**src/rtl/vend_ctrl_param_if.sv**
```systemverilog
// vend_ctrl_param_if: coin, vend and change handshake bundle for vend_ctrl_param.
// The master side is the acceptor/dispenser/hopper environment.
// The slave side is the vending controller.
interface vend_ctrl_param_if #(
  parameter int CREDIT_W = 8
);
  logic                coin_valid;
  logic [1:0]          coin_sel;
  logic                cancel;
  logic                vend_ack;
  logic                change_ack;
  logic [CREDIT_W-1:0] credit;
  logic                vend_req;
  logic                change_valid;
  logic [1:0]          change_coin;
  logic                coin_reject;
  logic                busy;

  modport master (
    output coin_valid, coin_sel, cancel, vend_ack, change_ack,
    input  credit, vend_req, change_valid, change_coin, coin_reject, busy
  );

  modport slave (
    input  coin_valid, coin_sel, cancel, vend_ack, change_ack,
    output credit, vend_req, change_valid, change_coin, coin_reject, busy
  );
endinterface

```
**src/rtl/vend_ctrl_param.sv**
```systemverilog
// vend_ctrl_param: parametrised coin vending controller.
// It accumulates credit from three coin values and requests a vend at PRICE.
// Change and refunds are paid out greedily, one coin per hopper ack.
// Optional feature macro: VEND_SALES_CNT_EN adds a saturating 16-bit sales_count output.
module vend_ctrl_param #(
  parameter int PRICE    = 30,
  parameter int CREDIT_W = 8,
  parameter int COIN_A   = 5,
  parameter int COIN_B   = 10,
  parameter int COIN_C   = 25
) (
  input  logic                  clk,
  input  logic                  rst,
  vend_ctrl_param_if.slave      bus
`ifdef VEND_SALES_CNT_EN
  ,
  output logic [15:0]           sales_count
`endif
);

  localparam logic [1:0] S_IDLE   = 2'd0;
  localparam logic [1:0] S_ACCUM  = 2'd1;
  localparam logic [1:0] S_VEND   = 2'd2;
  localparam logic [1:0] S_CHANGE = 2'd3;

  localparam int SW = CREDIT_W + 1;
  localparam logic [CREDIT_W:0]   VAL_A   = SW'(COIN_A);
  localparam logic [CREDIT_W:0]   VAL_B   = SW'(COIN_B);
  localparam logic [CREDIT_W:0]   VAL_C   = SW'(COIN_C);
  localparam logic [CREDIT_W:0]   PRICE_W = SW'(PRICE);
  localparam logic [CREDIT_W-1:0] PRICE_C = CREDIT_W'(PRICE);

  logic [1:0]          state;
  logic [CREDIT_W-1:0] credit_q;
  logic                reject_q;

  logic [CREDIT_W:0]   coin_val;
  logic [CREDIT_W:0]   cred_ext;
  logic [CREDIT_W:0]   sum;
  logic [CREDIT_W:0]   greedy_val;
  logic [1:0]          greedy_code;
  logic                cancel_take;
  logic                coin_ok;

  // Decode the presented coin, form the extended sum and pick the largest change coin that fits
  always_comb begin
    coin_val    = '0;
    greedy_val  = '0;
    greedy_code = 2'b00;
    case (bus.coin_sel)
      2'b01:   coin_val = VAL_A;
      2'b10:   coin_val = VAL_B;
      2'b11:   coin_val = VAL_C;
      default: coin_val = '0;
    endcase
    cred_ext = {1'b0, credit_q};
    sum      = cred_ext + coin_val;
    if (cred_ext >= VAL_C) begin
      greedy_val  = VAL_C;
      greedy_code = 2'b11;
    end else if (cred_ext >= VAL_B) begin
      greedy_val  = VAL_B;
      greedy_code = 2'b10;
    end else if (cred_ext >= VAL_A) begin
      greedy_val  = VAL_A;
      greedy_code = 2'b01;
    end
    cancel_take = (state == S_ACCUM) && bus.cancel;
    coin_ok     = bus.coin_valid && (bus.coin_sel != 2'b00) && !sum[CREDIT_W] &&
                  ((state == S_IDLE) || (state == S_ACCUM)) && !cancel_take;
  end

  // Main state/credit register; a refund wins over a coin arriving in the same cycle
  always_ff @(posedge clk) begin
    if (rst) begin
      state    <= S_IDLE;
      credit_q <= '0;
      reject_q <= 1'b0;
    end else begin
      reject_q <= bus.coin_valid && !coin_ok;
      case (state)
        S_IDLE, S_ACCUM: begin
          if (cancel_take) begin
            state <= S_CHANGE;
          end else if (coin_ok) begin
            credit_q <= sum[CREDIT_W-1:0];
            state    <= (sum >= PRICE_W) ? S_VEND : S_ACCUM;
          end
        end
        S_VEND: begin
          if (bus.vend_ack) begin
            credit_q <= credit_q - PRICE_C;
            state    <= (credit_q == PRICE_C) ? S_IDLE : S_CHANGE;
          end
        end
        S_CHANGE: begin
          if (bus.change_ack) begin
            if ((greedy_val == '0) || (cred_ext == greedy_val)) begin
              credit_q <= '0;
              state    <= S_IDLE;
            end else begin
              credit_q <= credit_q - greedy_val[CREDIT_W-1:0];
            end
          end
        end
        default: state <= S_IDLE;
      endcase
    end
  end

`ifdef VEND_SALES_CNT_EN
  // Count accepted vends, sticking at the top value instead of wrapping
  always_ff @(posedge clk) begin
    if (rst) begin
      sales_count <= 16'h0000;
    end else if ((state == S_VEND) && bus.vend_ack && (sales_count != 16'hFFFF)) begin
      sales_count <= sales_count + 16'h0001;
    end
  end
`endif

  assign bus.credit       = credit_q;
  assign bus.vend_req     = (state == S_VEND);
  assign bus.change_valid = (state == S_CHANGE);
  assign bus.change_coin  = (state == S_CHANGE) ? greedy_code : 2'b00;
  assign bus.coin_reject  = reject_q;
  assign bus.busy         = (state == S_VEND) || (state == S_CHANGE);

endmodule

```
**src/flat_wrapper.sv**
```systemverilog
// flat-port wrapper written by rule: the top's interface ports become plain ports
module vend_ctrl_param_flat 
#(
  parameter int PRICE    = 30,
  parameter int CREDIT_W = 8,
  parameter int COIN_A   = 5,
  parameter int COIN_B   = 10,
  parameter int COIN_C   = 25
)
  (clk, rst, bus_coin_valid, bus_coin_sel, bus_cancel, bus_vend_ack, bus_change_ack, bus_credit, bus_vend_req, bus_change_valid, bus_change_coin, bus_coin_reject, bus_busy);
  vend_ctrl_param_if #(.CREDIT_W(CREDIT_W)) bus_i ();
  input  logic clk;
  input  logic rst;
  input wire logic [$bits(bus_i.coin_valid)-1:0] bus_coin_valid;
  input wire logic [$bits(bus_i.coin_sel)-1:0] bus_coin_sel;
  input wire logic [$bits(bus_i.cancel)-1:0] bus_cancel;
  input wire logic [$bits(bus_i.vend_ack)-1:0] bus_vend_ack;
  input wire logic [$bits(bus_i.change_ack)-1:0] bus_change_ack;
  output wire logic [$bits(bus_i.credit)-1:0] bus_credit;
  output wire logic [$bits(bus_i.vend_req)-1:0] bus_vend_req;
  output wire logic [$bits(bus_i.change_valid)-1:0] bus_change_valid;
  output wire logic [$bits(bus_i.change_coin)-1:0] bus_change_coin;
  output wire logic [$bits(bus_i.coin_reject)-1:0] bus_coin_reject;
  output wire logic [$bits(bus_i.busy)-1:0] bus_busy;
  assign bus_i.coin_valid = bus_coin_valid;
  assign bus_i.coin_sel = bus_coin_sel;
  assign bus_i.cancel = bus_cancel;
  assign bus_i.vend_ack = bus_vend_ack;
  assign bus_i.change_ack = bus_change_ack;
  assign bus_credit = bus_i.credit;
  assign bus_vend_req = bus_i.vend_req;
  assign bus_change_valid = bus_i.change_valid;
  assign bus_change_coin = bus_i.change_coin;
  assign bus_coin_reject = bus_i.coin_reject;
  assign bus_busy = bus_i.busy;
  vend_ctrl_param #(.PRICE(PRICE), .CREDIT_W(CREDIT_W), .COIN_A(COIN_A), .COIN_B(COIN_B), .COIN_C(COIN_C)) u_core (.clk(clk), .rst(rst), .bus(bus_i));
endmodule
```
**config.mk**
```make
export PLATFORM = sky130hd
export DESIGN_NAME = vend_ctrl_param_flat
export DESIGN_NICKNAME = d
export VERILOG_FILES = /design/src/rtl/vend_ctrl_param_if.sv /design/src/rtl/vend_ctrl_param.sv /design/src/flat_wrapper.sv
export SDC_FILE = /design/constraint.sdc
export NUM_CORES = 1
export LEC_CHECK = 0
export ABC_AREA = 1
export CORE_MARGIN = 2
export CORE_UTILIZATION = 34
export DETAILED_ROUTE_END_ITERATION = 10
export GPL_ROUTABILITY_DRIVEN = 0
export PLACE_DENSITY = 0.66
export SLEW_MARGIN = 20
export SYNTH_ARGS = -nofsm -noshare
export SYNTH_HDL_FRONTEND = slang
export SYNTH_SLANG_ARGS = --single-unit
```
**constraint.sdc**
```tcl
create_clock -name clk -period 2.2 [get_ports clk]
set_input_delay 0.22 -clock clk [delete_from_list [all_inputs] [get_ports clk]]
set_output_delay 0.22 -clock clk [all_outputs]
set_load 0.03 [all_outputs]
```
==> metrics.md <==
| Metric | Value |
|---|---|
| Final Setup Violations | 6 |
| Number of nets in the layout | 348 |
| Number of antenna violations at the first check in global routing | 0 |
| Count of flip-flops with a built-in enable after synthesis | 0 |
| Post-synth ARST share | 0% |
| Non-filler instance count after layout | 378 |
| Per-instance average area after synthesis | 5.74 um^2 |
| Worst path required time | 2320 ps |
| Transition time at the pin with the least slew margin | 318 ps |
| Kind of end point of the critical path | register |
| Worst clock skew | 1.74 ps |
| Cell types with the highest counts after synthesis | 88 x nand2_1, 31 x nand3_1, 30 x inv_1, 27 x nor2_1 |
| Type of the setup path with the least slack | reg2reg |
| Number of maximum-capacitance constraint violations | 0 |
| Number of antenna repair diodes | 0 |
| Cell type contributing the most total cell area after synthesis | nand2_1 |
| Clock transition at the register clock pins on the worst setup and hold paths after CTS | 60 ps |
| Placed Instances | 369 |
| Total number of yosys warnings | 0 |
| Height of the die | 70.8 um |
| Class of the most critical hold timing path | in2reg |
| Overall routing resource usage | 19.3% |
| Skew-Pair Late Insertion Delay | 240 ps |
| Largest driver fanout on the critical path | 3 |
| Number of nets with antenna violations after routing | 0 |
| Portion of the clock cycle consumed by the worst path in the final layout | 103% |
| Worst setup margin | -62.5 ps |
| Synth top area share | 21.8% |
| Clock tree from TritonCTS | yes |
| #FFs+latches synth | 11 |
| Total clock buffers created by CTS | 3 |
| Cell area after layout | 2270 um^2 |
| DR iter-0 viols | 120 |
| Die width | 70.8 um |
| Number of instances in the synthesized netlist | 264 |
| Vias after detailed routing | 1,928 |
| Final-report max-slew violation count | 0 |
| Worst hold endpoint | u_core.bus.coin_reject |
| Fmax achieved | 442 MHz |
| First-pass GRT wire length | 7980 um |
| Mapped Area | 1520 um^2 |
| Vias in the first global route | 1,812 |
| Area added between synthesis and finish | 49.5% |
| Fill cell total of the finished layout | 443 |
| Min-Delay Startpoint | bus_coin_valid |
| Top Ports | 22 |
| Library cell with the highest instance count after synthesis | nand2_1 |
| Maximum clock path buffer count | 2 |
| Detailed placer's ending HPWL | 3870 um |
| Count of cells along the worst hold path | 3 |
| Initial cell density of the core | 35.0% |
| Fraction of layout cells with a size suffix above 1 | 29.8% |
| Worst reg2reg path depth | 20 |
| Clock tree sinks | 11 |
| Multi-input gate area | 1250 um^2 |
| Core outline area | 4320 um^2 |
| Final period demand of the worst path | 2260 ps |
| Most used flip-flop cell after synthesis | dfxtp_1 |
| First-pass iteration count of the detailed router | 4 |
| Routed Wire Length | 4910 um |
| Min Hold Slack | 592 ps |
| Residual overflow from global routing | 0 |
| CTS root buf | clkbuf_8 |
| Net count of the mapped netlist | 285 |
| Reg2reg setup slack | -60 ps |
| Outcome | finished, violations left |
| Hold Violations, Final | 0 |
| Floorplan row count | 24 |
| Routed wire per std cell | 13.0 um |
| Register area | 235 um^2 |
| Post-synthesis cell type count | 32 |
| Post-place instance area | 2060 um^2 |
| Startpoint of the worst register-to-register path | u_core.bus.credit[5] |
| H-tree depth | 1 |
| RSZ-0062 raised after global routing | true |
| Full die area | 5010 um^2 |
| Worst reg2reg endpoint | u_core.bus.credit[6] |
| Number of port buffers | 21 |
| Number of design rule violations left after detail routing | 0 |
| Violations in the final reports | setup timing |
| Relative slew margins | 78.6% |
| Sequential fraction of the synthesis area | 14.5% |
| Detail-routed via count per cell | 5.10 |
| Kind of start point of the critical path | register |
| Synth area leaders | nand2_1 22%, dfxtp_1 15%, nand3_1 10% |
| Pin count of the biggest net entering global routing | 13 |
| Arrival time worst endpoint | 2390 ps |
[worst max-delay path, stage by stage, from the launching register on]
cell	delay [ps]
dfxtp_4	350
nor2_4	130
nand2_4	90
nor2_4	130
nand2_2	70
inv_2	80
nand2_4	70
nand2_4	60
ha_4	120
inv_2	40
fa_2	400
nand3_2	90
nand2_2	70
nand2_2	70
nand2_2	40
nand2_1	60
nand2_1	50
nand2_1	50
nand3_1	60
nand2_1	70
a21oi_2	50
[layout make-up]
cell class / count / area share, %
inverters: 35 / 5.96
multi-input cells: 211 / 55.0
repair buffers: 65 / 23.8
well taps: 52 / 2.87
flip-flops and latches: 11 / 10.4
clock buffers: 4 / 1.99
[sequential cells by signal, indices dropped and copies added, names as in the netlist]
name                    flops
u_core.bus.credit           8
u_core.bus.coin_reject      1
u_core.state                2
[metal layers]
layer | GRT usage [%] | vias up | wire [um]
li1 | - | 982 | -
met1 | 25.7 | 892 | 2240
met2 | 33.9 | 52 | 2440
met3 | 2.56 | 2 | 208
met4 | 3.14 | 0 | 21
met5 | 0 | - | 0
[how the worst max path moves through the flow]
stage | cells after the start | slack, ps | startpoint | end
after global placement | 20 | -110 | u_core.bus.credit[5] | u_core.bus.credit[6]
final | 20 | -60 | u_core.bus.credit[5] | u_core.bus.credit[6]
after global routing | 17 | -160 | u_core.bus.credit[5] | u_core.bus.credit[1]
after floorplan | 20 | 20 | u_core.bus.credit[5] | u_core.bus.credit[6]
after CTS | 20 | -10 | u_core.bus.credit[6] | u_core.bus.credit[6]
after detailed placement | 12 | -190 | bus_coin_sel[0] | u_core.state[0]
[stage by stage]
stage / TNS [ps] / util [%] / setup WS [ps]
floorplan: 0 / - / 17.1
global placement: -618 / 47.7 / -108
detailed placement: -1160 / 47.7 / -190
CTS: -23.9 / 49.4 / -14.1
global route: -1260 / 52.4 / -161
finish: -159 / 52.4 / -62.5
[layout by cell type, fill, tap and decap left out, types with 4 or more instances in the layout]
cell,n
nand4_1,8
inv_2,6
inv_1,27
a21oi_2,6
dfxtp_2,6
nand2_4,6
nand2_1,78
buf_4,44
xor2_1,4
clkdlybuf4s50_1,20
o21ai_1,4
nand2_2,10
nand3_1,29
o21ai_0,4
a21oi_1,6
ha_1,9
nor2_1,25
[cells by family (layout without fill, tap and decap cells)]
logic type / count (synthesis) / after routing / synth area share [%]
DFF: 11 / 11 / 14.5
xor gates and xnor gates: 5 / 5 / 2.89
buffers and inverters: 42 / 104 / 12.1
and+or+nand+nor: 168 / 168 / 49.4
AOI/OAI and AO/OA: 25 / 25 / 9.41
adders and majority gates: 13 / 13 / 11.7
[repair_timing]
action                                  CTS  global route
hold buffers                              0             0
resized for setup                         6            27
pin swaps                                 6            14
endpoints found under the setup margin   11            10
buffers inserted                          2             3
Power is left out: the tool's default activity adds up to more than one toggle a clock period on the data nets, which glitch-free logic cannot reach.
